==> src/rtl/stackcalc_pkg.sv <==
// Shared types and helpers for the stack calculator sequencer.
// STACKCALC_MUL_EN makes opcode A a legal MUL; without it opcode A is illegal.
package stackcalc_pkg;

    localparam int DEPTH   = 4;
    localparam int DEPTH_W = $clog2(DEPTH + 1);

    localparam int OP_MSB  = 7;
    localparam int OP_LSB  = 4;
    localparam int IMM_MSB = 3;
    localparam int IMM_LSB = 0;

    typedef logic [DEPTH_W-1:0] depth_t;

    localparam depth_t DEPTH_MAX = depth_t'(DEPTH);

    typedef enum logic [3:0] {
        OP_NOP    = 4'h0,
        OP_PUSH   = 4'h1,
        OP_POP    = 4'h2,
        OP_DUP    = 4'h3,
        OP_SWAP   = 4'h4,
        OP_ADD    = 4'h5,
        OP_SUB    = 4'h6,
        OP_AND    = 4'h7,
        OP_OR     = 4'h8,
        OP_XOR    = 4'h9,
        OP_MUL    = 4'hA,
        OP_OUT    = 4'hB,
        OP_CLRERR = 4'hC
    } opcode_e;

    typedef enum logic [2:0] {
        ST_IDLE,
        ST_POP1,
        ST_POP2,
        ST_PUSHA,
        ST_PUSHB
    } state_e;

    function automatic logic is_binary(opcode_e op);
        case (op)
            OP_ADD, OP_SUB, OP_AND, OP_OR, OP_XOR: return 1'b1;
`ifdef STACKCALC_MUL_EN
            OP_MUL:                                return 1'b1;
`endif
            default:                               return 1'b0;
        endcase
    endfunction

    // Opcode is known and the stack holds enough words for it to run.
    function automatic logic op_legal(opcode_e op, depth_t d);
        case (op)
            OP_NOP, OP_CLRERR: return 1'b1;
            OP_PUSH:           return d < DEPTH_MAX;
            OP_POP, OP_OUT:    return d >= depth_t'(1);
            OP_DUP:            return (d >= depth_t'(1)) && (d < DEPTH_MAX);
            OP_SWAP:           return d >= depth_t'(2);
            default:           return is_binary(op) && (d >= depth_t'(2));
        endcase
    endfunction

endpackage

==> src/rtl/stackcalc_if.sv <==
// Instruction-byte valid/ready channel feeding the sequencer.
interface stackcalc_if;
    logic       in_valid;
    logic       in_ready;
    logic [7:0] in_instr;

    modport master (output in_valid, output in_instr, input in_ready);
    modport slave  (input in_valid, input in_instr, output in_ready);
endinterface

==> src/rtl/stackcalc_alu.sv <==
// Combinational 4-bit ALU: result = opb op opa, truncated to a nibble.
// The MUL branch exists only when STACKCALC_MUL_EN is defined.
module stackcalc_alu
    import stackcalc_pkg::*;
(
    input  opcode_e    op,
    input  logic [3:0] opa,
    input  logic [3:0] opb,
    output logic [3:0] result
);

    // NOTE: every always_comb output gets a default first so no path can infer a latch.
    always_comb begin
        result = '0;
        case (op)
            OP_ADD:  result = opb + opa;
            OP_SUB:  result = opb - opa;
            OP_AND:  result = opb & opa;
            OP_OR:   result = opb | opa;
            OP_XOR:  result = opb ^ opa;
`ifdef STACKCALC_MUL_EN
            OP_MUL:  result = opb * opa;
`endif
            default: result = '0;
        endcase
    end

endmodule

==> src/rtl/stackcalc_sequencer.sv <==
// Stack calculator sequencer: decodes instruction bytes and drives the operand stack.
// Define STACKCALC_MUL_EN to enable the MUL opcode (A).
module stackcalc_sequencer
    import stackcalc_pkg::*;
(
    input  logic       clk,
    input  logic       rst_n,
    stackcalc_if.slave bus,
    input  logic [3:0] stk_top,
    input  logic [3:0] stk_second,
    output logic       stk_en,
    output logic       stk_mode,
    output logic [3:0] stk_word,
    output depth_t     depth,
    output logic [3:0] out_word,
    output logic       out_valid,
    output logic       err
);

    state_e     state, state_nx;
    opcode_e    op_q, op_in;
    logic [3:0] opa_q, opb_q, imm_in, alu_res;
    logic       accept, legal;

    logic       en_nx, mode_nx, ov_nx, err_nx;
    logic [3:0] word_nx, ow_nx;
    depth_t     depth_nx;

    assign op_in        = opcode_e'(bus.in_instr[OP_MSB:OP_LSB]);
    assign imm_in       = bus.in_instr[IMM_MSB:IMM_LSB];
    assign bus.in_ready = (state == ST_IDLE);
    assign accept       = bus.in_valid && bus.in_ready;
    assign legal        = op_legal(op_in, depth);

    stackcalc_alu u_alu (
        .op     (op_q),
        .opa    (opa_q),
        .opb    (opb_q),
        .result (alu_res)
    );

    // NOTE: state and captured operands use non-blocking assignments so every flop samples pre-edge values.
    always_ff @(posedge clk or negedge rst_n) begin
        if (!rst_n) begin
            state <= ST_IDLE;
            op_q  <= OP_NOP;
            opa_q <= '0;
            opb_q <= '0;
        end else begin
            state <= state_nx;
            if (accept) begin
                op_q  <= op_in;
                opa_q <= stk_top;
                opb_q <= stk_second;
            end
        end
    end

    always_comb begin
        state_nx = state;
        case (state)
            ST_IDLE: begin
                if (accept && legal) begin
                    case (op_in)
                        OP_PUSH, OP_DUP: state_nx = ST_PUSHA;
                        OP_POP, OP_SWAP: state_nx = ST_POP1;
                        default:         state_nx = is_binary(op_in) ? ST_POP1 : ST_IDLE;
                    endcase
                end
            end
            ST_POP1:  state_nx = (op_q == OP_POP) ? ST_IDLE : ST_POP2;
            ST_POP2:  state_nx = ST_PUSHA;
            ST_PUSHA: state_nx = (op_q == OP_SWAP) ? ST_PUSHB : ST_IDLE;
            ST_PUSHB: state_nx = ST_IDLE;
            default:  state_nx = ST_IDLE;
        endcase
    end

    // Stack strobes are registered from the next state so they line up with that state's cycle.
    always_comb begin
        en_nx    = state_nx inside {ST_POP1, ST_POP2, ST_PUSHA, ST_PUSHB};
        mode_nx  = state_nx inside {ST_PUSHA, ST_PUSHB};
        word_nx  = stk_word;
        if (state_nx == ST_PUSHA) begin
            if (state == ST_IDLE) word_nx = (op_in == OP_PUSH) ? imm_in : stk_top;
            else                  word_nx = (op_q == OP_SWAP) ? opa_q : alu_res;
        end else if (state_nx == ST_PUSHB) begin
            word_nx = opb_q;
        end

        ov_nx  = accept && legal && (op_in == OP_OUT);
        ow_nx  = ov_nx ? stk_top : out_word;
        err_nx = err;
        if (accept) begin
            if (!legal)                   err_nx = 1'b1;
            else if (op_in == OP_CLRERR)  err_nx = 1'b0;
        end

        depth_nx = depth;
        if (stk_en) depth_nx = stk_mode ? depth + depth_t'(1) : depth - depth_t'(1);
    end

    always_ff @(posedge clk or negedge rst_n) begin
        if (!rst_n) begin
            stk_en    <= 1'b0;
            stk_mode  <= 1'b0;
            stk_word  <= '0;
            depth     <= '0;
            out_word  <= '0;
            out_valid <= 1'b0;
            err       <= 1'b0;
        end else begin
            stk_en    <= en_nx;
            stk_mode  <= mode_nx;
            stk_word  <= word_nx;
            depth     <= depth_nx;
            out_word  <= ow_nx;
            out_valid <= ov_nx;
            err       <= err_nx;
        end
    end

endmodule

==> src/flat_wrapper.sv <==
// flat-port wrapper written by rule: the top's interface ports become plain ports
module stackcalc_sequencer_flat import stackcalc_pkg::*;
  (clk, rst_n, stk_top, stk_second, stk_en, stk_mode, stk_word, depth, out_word, out_valid, err, bus_in_valid, bus_in_instr, bus_in_ready);
  stackcalc_if bus_i ();
  input  logic clk;
  input  logic rst_n;
  input  logic [3:0] stk_top;
  input  logic [3:0] stk_second;
  output logic stk_en;
  output logic stk_mode;
  output logic [3:0] stk_word;
  output depth_t depth;
  output logic [3:0] out_word;
  output logic out_valid;
  output logic err;
  input wire logic [$bits(bus_i.in_valid)-1:0] bus_in_valid;
  input wire logic [$bits(bus_i.in_instr)-1:0] bus_in_instr;
  output wire logic [$bits(bus_i.in_ready)-1:0] bus_in_ready;
  assign bus_i.in_valid = bus_in_valid;
  assign bus_i.in_instr = bus_in_instr;
  assign bus_in_ready = bus_i.in_ready;
  stackcalc_sequencer u_core (.clk(clk), .rst_n(rst_n), .bus(bus_i), .stk_top(stk_top), .stk_second(stk_second), .stk_en(stk_en), .stk_mode(stk_mode), .stk_word(stk_word), .depth(depth), .out_word(out_word), .out_valid(out_valid), .err(err));
endmodule
==> config.mk <==
export PLATFORM = sky130hd
export DESIGN_NAME = stackcalc_sequencer_flat
export DESIGN_NICKNAME = d
export VERILOG_FILES = /design/src/rtl/stackcalc_pkg.sv /design/src/rtl/stackcalc_if.sv /design/src/rtl/stackcalc_alu.sv /design/src/rtl/stackcalc_sequencer.sv /design/src/flat_wrapper.sv
export SDC_FILE = /design/constraint.sdc
export NUM_CORES = 1
export LEC_CHECK = 0
export BUFFER_PORTS_ARGS = -buffer_cell sky130_fd_sc_hd__buf_2
export CORE_MARGIN = 2
export CORE_UTILIZATION = 35
export CTS_BUF_LIST = sky130_fd_sc_hd__clkbuf_16
export CTS_CLUSTER_SIZE = 10
export DETAILED_ROUTE_END_ITERATION = 6
export HOLD_SLACK_MARGIN = 0.02
export PLACE_DENSITY_LB_ADDON = 0.2
export SYNTH_ARGS = -nofsm -noshare
export SYNTH_HDL_FRONTEND = slang
export SYNTH_SLANG_ARGS = --single-unit
==> constraint.sdc <==
create_clock -name clk -period 4.2 [get_ports clk]
set_clock_uncertainty 0.1 [all_clocks]
set_input_delay 0.21 -clock clk [delete_from_list [all_inputs] [get_ports clk]]
set_output_delay 0.21 -clock clk [all_outputs]
set_load 0.02 [all_outputs]
# Word level (Yosys, flattened, before mapping)
# Index checks and enable logic that the tools add are counted.
# totals
register_bits	30
input_bits	19
# classes
n_eq_ne	26
n_bitwise	3
n_mux	21
magnitude_cmp	3
addsub	4
n_reduce_logical	17
# op_table
op	count
4-bit by 3-bit == test with 1-bit output, second input constant	8
4-bit == test, second input constant	6
4-bit two-way mux	5
4-bit one-hot mux with 5 select lines	1
3-bit by 2-bit == test with 1-bit output, second input constant	4
4-bit by 2-bit == test with 1-bit output, second input constant	3
3-bit one-hot mux with 4 select lines	1
3-bit two-way mux	3
1-bit two-way mux	8
2-bit OR reduction	4
7-bit OR reduction	1
3-bit by 1-bit == test with 1-bit output, second input constant	2
3-bit one-hot mux with 2 select lines	1
1-bit logical AND	5
1-bit one-hot mux with 5 select lines	1
5-bit OR reduction	1
4-bit adder	1
4-bit AND	1
4-bit by 1-bit == test with 1-bit output, second input constant	1
4-bit zero test	1
4-bit OR	1
4-bit nonzero test	1
4-bit OR reduction	1
4-bit subtractor	1
12 further kinds	12

# Depth between registers and ports, before layout
# logic_depth
ltp_word	16
depth_mapped	10

# Cells and area by module
# From an unflattened synthesis, not the netlist that was laid out.
# unflattened
hier_cells	220
area_unflattened_um2	2063.2
# modules_own_cells
module	cells_per_inst	area_each_um2	instances
stackcalc_sequencer	161	1582.8	1
stackcalc_alu	59	480.5	1

# Worst setup path after synthesis
# Ideal clock, no wire load.
# synth_path
path_type	reg-to-reg
from	register u_core.op_q[0]
to	register u_core.stk_word[3]
synth_period_minus_slack_ps	2477
required_ps	4023
path_slack_ps	1723
path_buffers	1
path_stages_with_launch	11
arrival_ps	2300
cell_sequence	dfrtp_1 buf_2 nor4bb_4 mux2_2 inv_1 ha_1 nor2b_1 o21a_1 a2111oi_0 a31oi_1 a21oi_1
# synth_via
elab_chain_len	5
# synth_lines
element	line_no	text
start: declaration	stackcalc_sequencer.sv:21	opcode_e op_q, op_in;
start signal: assignment	stackcalc_sequencer.sv:52	op_q <= op_in;
4-bit by 2-bit == test with 1-bit output (tied with other cells)	stackcalc_sequencer.sv:71	ST_POP1: state_nx = (op_q == OP_POP) ? ST_IDLE : ST_POP2;
2-bit two-way mux (tied with other cells)	stackcalc_sequencer.sv:71	
3-bit one-hot mux with 4 select lines or 4-bit two-way mux (tied branches)	stackcalc_sequencer.sv:61, stackcalc_sequencer.sv:86	
3-bit by 2-bit == test with 1-bit output (tied with other cells)	stackcalc_sequencer.sv:84	if (state_nx == ST_PUSHA) begin
4-bit two-way mux or 2-bit nonzero test (tied branches)	n/a	
end signal: assignment	stackcalc_sequencer.sv:115	stk_word <= word_nx;
end: declaration	stackcalc_sequencer.sv:13	output logic [3:0] stk_word,
# Parallel ways exist; a longest one is shown, timed or not.
# A chain may end at the register's enable or synchronous reset.

# Worst setup path after layout
# Ends and elaborated chain as after synthesis.

==> metrics.csv <==
metric,value,unit
nets,282,
Period minus WS final,2.80,ns
worst min-delay path class,in2reg,
Worst-Margin Slew,0.701,ns
Worst Setup Start Kind,register,
Worst EP required,4.30,ns
placed insts,311,
ANT cells,0,
fmax,357,MHz
initial core utilization,0.364,
unrepaired setup endpoints after global routing,false,
initial antenna violation count,0,
Port Buffer Count,34,
final setup vio count,0,
Wirelength per Cell,14.1,um
1st-iter DRT viols,65,
arrival time worst endpoint,2.90,ns
Netlist cell types,49,
CTS root buf,clkbuf_16,
Relative slew margins,0.533,
CTS H-tree depth,2,
Post-synth EDFFs,0,
Post-Syn Area,2020,um2
Core ar.,5540,um2
share of async-settable or async-resettable flops after synthesis,1.00,
Worst setup EP type,register,
cells after synthesis,214,
setup TNS,0,ns
largest net degree at the start of global routing,31,
vias per cell,4.99,
die area,6390,um2
layout cells sized above 1,0.234,
TritonCTS clock tree,yes,
Crit Path Class,reg2reg,
post-synthesis register bit count,30,
Slew Limit Fails,0,
detailed-route DRC error count,0,
DPL Wire Length,3.42,mm
register area share after synthesis,0.372,
Power Total,1.88,mW
Synth Net Count,249,
WL final,4.50,mm
FILL cells,572,
critical-path maximum fanout,18,
total of max-cap violations,0,
CTS sink count,30,
Leak Pwr,1.11,nW
Vias,1598,
clock slew at reported path FFs,0.05,ns
Synthesis Warnings,0,
PD cells,789,nW/um2
Row Count,27,
worst vdd ir,0.275,mV
"commonest cells after routing, fill and taps aside","36 x nand2_1, 34 x buf_2, 30 x dfrtp_1",
vias in the first global route,1571,
Clock Tree Buf Depth,2,
worst skew pair latency,0.27,ns
"Top FF cell, synth",dfrtp_1,
Overflow after GRT,0,
DR pass1 iterations,4,
io pins,35,
Num CTS Buffers,5,
first-pass GRT wire length,7.74,mm
routability cong.,0.835,
area delta synth->final,18.1,%
DIE HEIGHT,79.9,um
die width,79.9,um
fin cells,320,
Hold WS,0.0444,ns
DP Worst Slack,1.40,ns
Syn Area/Cell,9.42,um2
fin worst setup slack,1.40,ns
run status,"complete, no violations",
Final ANT Viol Nets,0,
"Period Utilization, post-route",0.667,
GRT Util Overall,0.156,
"most common cell after layout, fill and taps aside",nand2_1,
Final Hold Viols,0,
-- per-stage QoR --
stage,util,cell area (um2)
CTS,0.430,2380
global placement,0.403,2230
floorplan,-,2020
finish,0.430,2380
detailed placement,0.403,2230
global route,0.430,2380
-- logic make-up (layout without fill, tap and decap cells) --
kind of cell / Yosys count / after routing / share of synthesized area
simple gates: 80 / 80 / 0.227
compound gates: 43 / 43 / 0.142
flops: 30 / 30 / 0.372
buf+inv: 24 / 58 / 0.0521
fa+ha+maj: 16 / 16 / 0.103
mux: 13 / 13 / 0.0689
xor+xnor: 8 / 8 / 0.0347
-- state kept, by name, summed over array words and instances (netlist names) --
signal and flops:
u_core.op_q 4, u_core.opa_q 4, u_core.opb_q 4, u_core.out_word 4, u_core.stk_word 4, u_core.depth 3, u_core.state 3, u_core.err 1
u_core.out_valid 1, u_core.stk_en 1, u_core.stk_mode 1
-- metal layers --
layer	up-vias	global-route usage	wire length, um
li1	808	-	-
met1	770	0.218	2230
met2	14	0.241	2100
met3	6	0.0305	100
met4	0	0.0559	71
met5	-	0	0
-- worst max-delay path: stages (launching register included) --
cell and delay (ns):
dfrtp_1 0.57, nor4bb_4 0.46, mux2_2 0.41, inv_1 0.06, ha_1 0.21, nor2b_1 0.13, o21a_1 0.18, a2111oi_0 0.39
a31oi_1 0.09, a21oi_1 0.13
-- final timing paths --
check                                from                 end  slack, ns  cells past startpoint
hold reg to reg                u_core.err          u_core.err       0.39                      1
hold / removal              stk_second[3]     u_core.opb_q[3]       0.04                      3
min in group asynchronous           rst_n  u_core.out_word[2]       0.44                      2
setup / recovery           u_core.op_q[0]  u_core.stk_word[3]       1.40                      9
max in group asynchronous           rst_n  u_core.stk_word[0]       3.10                      2
setup reg to reg           u_core.op_q[0]  u_core.stk_word[3]       1.40                      9
-- cell type report --
type | instances | area [um2] | area share
multi-input combinational | 160 | 1160 | 0.488
sequential | 30 | 751 | 0.315
timing repair buffer | 35 | 180 | 0.0757
clock buffer | 5 | 125 | 0.0525
tap | 72 | 90.1 | 0.0378
inverter | 15 | 61.3 | 0.0257
clock inverter | 3 | 12.5 | 0.00525
-- cells in the mapped netlist (all sizes together), types with 3 or more instances --
cell type	instances	area [um2]
and2	4	27.5
buf	5	27.5
nor4b	3	32.5
inv	15	61.3
clkbuf	4	16.3
dfrtp	30	751
mux2i	6	60.1
mux2	7	78.8
nand4	3	25.0
o21ai	20	100
nand2	36	135
xor2	3	26.3
nor3	3	15.0
a21oi	9	45.0
ha	15	188
nor2	8	30.0
nor2b	4	25.0
nor3b	8	60.1
xnor2	5	43.8
-- power by group --
group	total [mW]	leakage, nW	internal, mW	switching (mW)
Combinational	0.954	0.670	0.415	0.539
Sequential	0.598	0.369	0.424	0.174
Clock	0.326	0.0724	0.213	0.113
Total	1.88	1.11	1.05	0.825
-- what timing repair did --
action / 4_1_cts / 5_1_grt
hold buffers: 1 / 0
resized for setup: 0 / 0
buffers inserted: 0 / 0
hold endpoints to repair: 30 / 0
Power figures use the tool's default switching activity.
